<file path="config.mk">
export PLATFORM = sky130hd
export DESIGN_NAME = seq_bit_serializer
export DESIGN_NICKNAME = d
export VERILOG_FILES = /design/src/rtl/seq_bit_serializer.sv
export SDC_FILE = /design/constraint.sdc
export NUM_CORES = 1
export LEC_CHECK = 0
export CAP_MARGIN = 20
export CORE_MARGIN = 5
export CORE_UTILIZATION = 47
export DETAILED_ROUTE_END_ITERATION = 7
export GPL_ROUTABILITY_DRIVEN = 0
export PLACE_DENSITY = 0.75
export SYNTH_ARGS = -nofsm -noshare
export SYNTH_HDL_FRONTEND = slang
export SYNTH_SLANG_ARGS = --single-unit
</file>
<file path="constraint.sdc">
create_clock -name clk -period 1.5 [get_ports clk]
set_input_delay 0.225 -clock clk [delete_from_list [all_inputs] [get_ports clk]]
set_output_delay 0.225 -clock clk [all_outputs]
set_load 0.01 [all_outputs]
</file>
<file path="src/rtl/seq_bit_serializer.sv">
// Parallel-in, serial-out stage feeding the 10110 sequence detector's in_seq.
// Streams back-to-back words gap-free; drives IDLE_BIT between words.
//
//  state | meaning
//  ------+---------------------------------------------------------------
//  IDLE  | no word in flight; ser_out = IDLE_BIT, ready for a new word
//  SHIFT | bit bit_cnt of shreg's word is on ser_out; last bit reopens ready
module seq_bit_serializer #(
    parameter int WIDTH     = 8,
    parameter bit MSB_FIRST = 1'b1,
    parameter bit IDLE_BIT  = 1'b0
) (
    input  logic             clk,
    input  logic             rst,
    input  logic [WIDTH-1:0] par_in,
    input  logic             load_valid,
    output logic             load_ready,
    output logic             ser_out,
    output logic             ser_valid,
    output logic             busy,
    output logic             word_done
);

    localparam int CW = $clog2(WIDTH);
    localparam logic [CW-1:0] LAST_IDX    = CW'(WIDTH - 1);
    localparam logic [CW-1:0] PRELAST_IDX = CW'(WIDTH - 2);

    typedef enum logic {
        IDLE,
        SHIFT
    } state_t;

    state_t           state;
    logic [WIDTH-1:0] shreg;
    logic [CW-1:0]    bit_cnt;

    logic             last_bit;
    logic             accept;
    logic             first_bit;
    logic             next_bit;
    logic [WIDTH-1:0] shreg_shifted;

    assign last_bit   = (bit_cnt == LAST_IDX);
    assign load_ready = !rst && (state == IDLE || last_bit);
    assign accept     = load_valid && load_ready;

    // shreg keeps the bit currently on ser_out at its outgoing end, so the
    // following bit always sits one position inward.
    assign first_bit     = MSB_FIRST ? par_in[WIDTH-1] : par_in[0];
    assign next_bit      = MSB_FIRST ? shreg[WIDTH-2] : shreg[1];
    assign shreg_shifted = MSB_FIRST ? {shreg[WIDTH-2:0], 1'b0}
                                     : {1'b0, shreg[WIDTH-1:1]};

    always_ff @(posedge clk) begin
        if (rst) begin
            state     <= IDLE;
            shreg     <= '0;
            bit_cnt   <= '0;
            ser_out   <= IDLE_BIT;
            ser_valid <= 1'b0;
            busy      <= 1'b0;
            word_done <= 1'b0;
        end else if (accept) begin
            state     <= SHIFT;
            shreg     <= par_in;
            bit_cnt   <= '0;
            ser_out   <= first_bit;
            ser_valid <= 1'b1;
            busy      <= 1'b1;
            word_done <= 1'b0;
        end else if (state == SHIFT) begin
            if (last_bit) begin
                state     <= IDLE;
                ser_out   <= IDLE_BIT;
                ser_valid <= 1'b0;
                busy      <= 1'b0;
                word_done <= 1'b0;
            end else begin
                shreg     <= shreg_shifted;
                ser_out   <= next_bit;
                bit_cnt   <= bit_cnt + CW'(1);
                word_done <= (bit_cnt == PRELAST_IDX);
            end
        end
    end

endmodule

</file>
==> results_dict.tcl <==
set metrics [dict create \
    status "completed" \
    diodes 0 \
    drt_iter0_drc 4 \
    cts_tree "yes" \
    die_w_microns 48.7 \
    finalClockSkew_ns 0.00687 \
    fmax_mhz 691 \
    rsz0062_at_grt "true" \
    end_kind "primary output" \
    drv_slew 0 \
    setup_violations 0 \
    syn_nets 83 \
    slew_headroom_pct 80.7 \
    cts_buffer_depth 2 \
    cp_slowest_cell "dfxtp_2" \
    critical_path.most_common_cell "ha_4" \
    layout_commonest_cell "clkdlybuf4s50_1" \
    finalInstanceArea_sq_um 967 \
    p_total_uw 777 \
    via_per_inst 5.28 \
    hold_buffers 0 \
    drtPass1Iterations 2 \
    synth_seq_cells 14 \
    port_buffers 15 \
    ant_nets 0 \
    power_density_nw_per_um2 803 \
    drive_gt1_share_pct 31.2 \
    grt_pass1_wl_microns 2420 \
    vdd.ir_drop.worst_v 0.000586 \
    ys_seq_area_share_pct 39.8 \
    grt_max_degree 15 \
    coreArea_sq_um 1470 \
    fin_ws_ns 0.0519 \
    grt.overflow.total 0 \
    syn_area_per_cell_sq_um 10.2 \
    grtUsageTotal_pct 12.6 \
    final_cell_mix "clkdlybuf4s50_1, dfxtp_1, buf_4" \
    htree_levels 1 \
    clk_pin_slew_ns 0.09 \
    fin_crit_sh_pct 96.5 \
    routedWlPerCell_microns 12.9 \
    post_dp_cell_area_sq_um 908 \
    antenna_found_initial 0 \
    path_max_fanout 2 \
    hp-class "reg2reg" \
    fp-row-count 14 \
    drv_cap 0 \
    die_h_microns 48.7 \
    critPathRequiredTime_ns 1.27 \
    nets 109 \
    clk_latency_ns 0.27 \
    yosys_warnings 0 \
    crit_chain "ha_4 > ha_4 > nor2b_4 > nor2_2 > buf_2" \
    max_stage_delay_ns 0.34 \
    cts.sinks 14 \
    postLayoutCoreUtil_pct 65.7 \
    pre_cts_ws_ns -0.118 \
    area_growth_pct 37.3 \
    hold_viol 0 \
    io_pins 16 \
    drt_wl_total_microns 1410 \
    clockRootBuffer "clkbuf_4" \
    fillerInstances 132 \
    ys_types 24 \
    min_period_ns 1.45 \
    cp-start-kind "register" \
    start_util_pct 47.9 \
    netlist_instances 69 \
    grt_pass1_vias 586 \
    hpwl_microns 1000 \
    worst_pin_slew_ns 0.288 \
    cts_buffers 3 \
    route.detailed.drc 0 \
    worstSetupPathType "reg2out" \
    leakagePower_nw 0.388 \
    num_vias 575 \
    synth_area_sq_um 704 \
    cp.arrival_ns 1.22 \
    die_area_sq_um 2370 \
]
==> worst max-delay path: cells and delay by family, from the launching register on <==
| family | cells | cell delay (ns) |
|---|---|---|
| buffers and inverters | 1 | 0.13 |
| flip-flops | 1 | 0.34 |
| AND/OR/NAND/NOR | 2 | 0.15 |
| adder cells (fa/ha/maj) | 2 | 0.32 |
==> synth_stat cells <==
cell type  count  area share (%)
dfxtp_1       14              40
nor2_1        11             5.9
mux2i_1        9              13
a211oi_1       5             5.3
a21oi_1        4             2.8
buf_4          3             3.2
ha_1           3             5.3
a211oi_2       2             3.6
nand2_1        2             1.1
nand3b_1       2             2.1
a2111oi_2      1             2.1
and3b_2        1             1.4
buf_8          1             2.1
clkbuf_1       1            0.53
inv_1          1            0.53
mux2_2         1             1.6
nand2b_1       1            0.89
nand2b_4       1             2.0
nand4b_1       1             1.2
nor2b_1        1            0.89
nor2b_4        1             2.0
nor3_1         1            0.71
or3_1          1            0.89
or3b_2         1             1.2
==> sequential cells by signal (all words and copies together), names as in the netlist <==
name / cells
word_done: 1
state: 1
bit_cnt: 3
shreg: 7
busy: 1
ser_out: 1
==> power breakdown <==
group / switching [mW] / internal (mW) / total (mW)
sequential: 0.0138 / 0.397 / 0.411
clock: 0.115 / 0.0928 / 0.208
combinational: 0.0684 / 0.0904 / 0.159
==> cells by family after synthesis <==
family	share of synthesized area, %
AND/OR/NAND/NOR	20.2
buffers and inverters	6.39
adder cells (fa/ha/maj)	5.33
multiplexers	14.4
flip-flops	39.8
AO/OA/AOI/OAI	13.9
==> final timing paths <==
kind | start | end | slack [ns] | cells after the start
max | bit_cnt[0] | load_ready | 0.05 | 5
min | shreg[4] | shreg[5] | 0.51 | 2
max reg2reg | bit_cnt[1] | bit_cnt[0] | 0.06 | 7
min reg2reg | shreg[4] | shreg[5] | 0.51 | 2
==> area by class of cell <==
type | count | area, sq um | area share, %
clock buffer | 3 | 22.5 | 2.33
tap | 16 | 20.0 | 2.07
timing repair buffer | 26 | 228 | 23.5
sequential | 14 | 283 | 29.2
inverter | 1 | 3.75 | 0.388
multi-input combinational | 49 | 410 | 42.4
==> repair_timing <==
| action | CTS | global route |
|---|---|---|
| endpoints found under the setup margin | 2 | 5 |
| gates resized for setup | 6 | 6 |
| buffers inserted | 1 | 0 |
| pin swaps | 0 | 1 |
==> layer usage <==
metal | vias up | share of wire [%] | global-route usage (%)
li1 | 294 | - | -
met1 | 268 | 44 | 14.1
met2 | 13 | 49 | 21.5
met3 | 0 | 7.4 | 4.91
met4 | 0 | 0 | 4.04
met5 | - | 0 | 0
==> stage by stage <==
step	TNS (ns)	cells	hold slack (ns)
floorplan	0	69	0.294
global placement	-0.162	105	0.488
detailed placement	-0.243	105	0.498
CTS	0	109	0.513
global route	-0.0100	109	0.541
finish	0	109	0.509
Note: power is estimated with default switching activity, not from simulation.
==> RTL change, RTL diff (same settings) <==
Set the parameter `WIDTH` to 16 (it was 8).
--- a/src/rtl/seq_bit_serializer.sv
+++ b/src/rtl/seq_bit_serializer.sv
@@ -6,7 +6,7 @@
 //  IDLE  | no word in flight; ser_out = IDLE_BIT, ready for a new word
 //  SHIFT | bit bit_cnt of shreg's word is on ser_out; last bit reopens ready
 module seq_bit_serializer #(
-    parameter int WIDTH     = 8,
+    parameter int WIDTH     = 16,
     parameter bit MSB_FIRST = 1'b1,
     parameter bit IDLE_BIT  = 1'b0
 ) (
Ports: changed (resized par_in); port bits go from 16 to 24. The function was not compared with the original's and may differ.
==> RTL change against the unedited design <==
Global-route usage grew 2.7 points. Cell area rose by 56%. Die area up 46%. Clock skew up 0.00057 ns. Power up 56%. Combinational power up 57%. Fmax down 1.5%. Cell count rose by 61%. Count of clock-buffer cells in the layout stayed put. Setup slack got worse by 0.022 ns. Wire length increased by 97%. Area after synthesis increased by 60%. Sequential cell count is 9 higher. Critical path type unchanged.
==> RTL change: results (changes against the unedited design) <==
Parameter                              Value

Outcome
  Result of the run ... completed (unchanged)

GRT
  Met3 layer usage reported by global route ... 2.632% (was 4.908%)
  Maximum number of pins on one net before global-route repair ... 23 (was 15)
  Overall fraction of global-route tracks in use ... 15.24% (was 12.56%)
  Met2 track demand over resource ... 25.39% (was 21.52%)

Cells and area
  Final net count ... 170 (was 109)
  Fill cell total of the finished layout ... 204 (was 132)
  Ratio of cells with drive above 1 in the final layout ... 20.95% (was 31.18%)

STA
  Hold WS ... 0.4925 ns (was 0.5093 ns)
  Layout Skew ... 0.007444 ns (was 0.006872 ns)
  Slew at the pin with the worst max-slew slack ... 0.2608 ns (was 0.2881 ns)
  Final Cycle Share ... 98.01% (was 96.54%)

Detailed routing
  Wire per inst ... 15.78 um (was 12.94 um)
  Number of vias per cell after detailed routing ... 5.869 (was 5.275)
  Total Wirelength ... 2.778 mm (was 1.411 mm)
  Number of design-rule violations left by the first detailed-router iteration ... 24 (was 4)
  Total iterations of the first detailed-routing run ... 4 (was 2)

Placed design
  # placed instances ... 168 (was 105)
  Place WS ... -0.1715 ns (was -0.1178 ns)
  Number of input and output port buffers inserted ... 23 (was 15)
  Post-detail-place hpwl ... 1.842 mm (was 1.003 mm)

Synthesis
  Post-synth net total ... 137 (was 83)
  Synth cell types ... 29 (was 24)
  Part of the Yosys area used for sequential elements ... 40.98% (was 39.79%)
  Mux cell area share after synthesis ... 13.36% (was 14.39%)
  Per-instance average area after synthesis ... 9.686 sq um (was 10.21 sq um)
  Most area-consuming cells after synthesis ... dfxtp_1 (41%), mux2i_1 (13%), a211oi_1 (10%), nor3_1 (6.7%), a21oi_1 (3.1%) (was dfxtp_1 (40%), mux2i_1 (13%), nor2_1 (5.9%), a211oi_1 (5.3%), ha_1 (5.3%))
  Synthesized-area fraction occupied by xor and xnor cells ... 0.7795% (was 0%)

Setup path
  Worst EP arrival ... 1.25 ns (was 1.22 ns)
  R2R Path Start ... state (was bit_cnt[1])
  Cell depth of the worst flop-to-flop path ... 4 (was 7)
  Slack of the worst reg-to-reg path ... 0.09 ns (was 0.06 ns)
  Setup crit start ... bit_cnt[1] (was bit_cnt[0])

Clock tree
  Clk slew on worst S/H paths ... 0.12 ns (was 0.09 ns)
  Worst skew pair latency ... 0.31 ns (was 0.27 ns)
  Post-CTS Setup Repair Bufs ... 0 (was 1)
  Number of gates resized after cts ... 8 (was 6)
-- RTL change: cell count changes in the layout (fill, tap and decap cells not counted), moves of 4 or more --
cell / delta
a211oi_1: +10
o211ai_1: +4
nor3_1: +14
nor2_1: -8
dfxtp_1: +8
mux2i_1: +6
clkdlybuf4s50_1: +8
-- RTL change: layout make-up --
class,instances,area (sq um),area share [%]
Sequential cell,23,464.2,30.71
Inverter,3,15.01,0.9934
Multi-Input combinational cell,80,619.3,40.98
Clock buffer,3,22.52,1.490
Tap cell,28,35.03,2.318
Clock inverter,1,5.005,0.3311
Timing Repair Buffer,38,350.3,23.18
-- RTL change: power by group --
| part | total, mW | switching (mW) | internal [mW] | leakage [nW] |
|---|---|---|---|---|
| Clock | 0.283 | 0.184 | 0.0994 | 0.0177 |
| Combinational | 0.250 | 0.111 | 0.139 | 0.380 |
| Sequential | 0.682 | 0.0265 | 0.656 | 0.191 |
-- RTL change: worst paths after layout --
| path | endpoint |
|---|---|
| worst max-delay path | load_ready |
| worst min-delay path | word_done |
| worst max register to register | bit_cnt[1] |
| worst min register to register | word_done |
-- RTL change: routing by layer --
layer | part of all wire [%] | up-vias
met2 | 50 | 28
met1 | 45 | 505
met3 | 5.1 | 2
met4 | 0.18 | 0
met5 | 0 | -
li1 | - | 498
-- RTL change: per-stage QoR --
step	TNS (ns)	power, mW	area (sq um)
6_report	0	1.215	1511
3_5_place_dp	-0.1715	0.9292	1411
4_1_cts	0	1.208	1445
2_1_floorplan	0	0.8256	1124
3_3_place_gp	-0.1849	0.9206	1411
5_1_grt	-0.03723	1.268	1511
-- RTL change: critical path: cells and delay by family, from the launching register on --
family,cells,cell delay (ns)
AND/OR/NAND/NOR,1,0.09
AO/OA/AOI/OAI,1,0.17
flip-flops,1,0.38
adder cells (fa/ha/maj),1,0.15
buffers and inverters,1,0.15
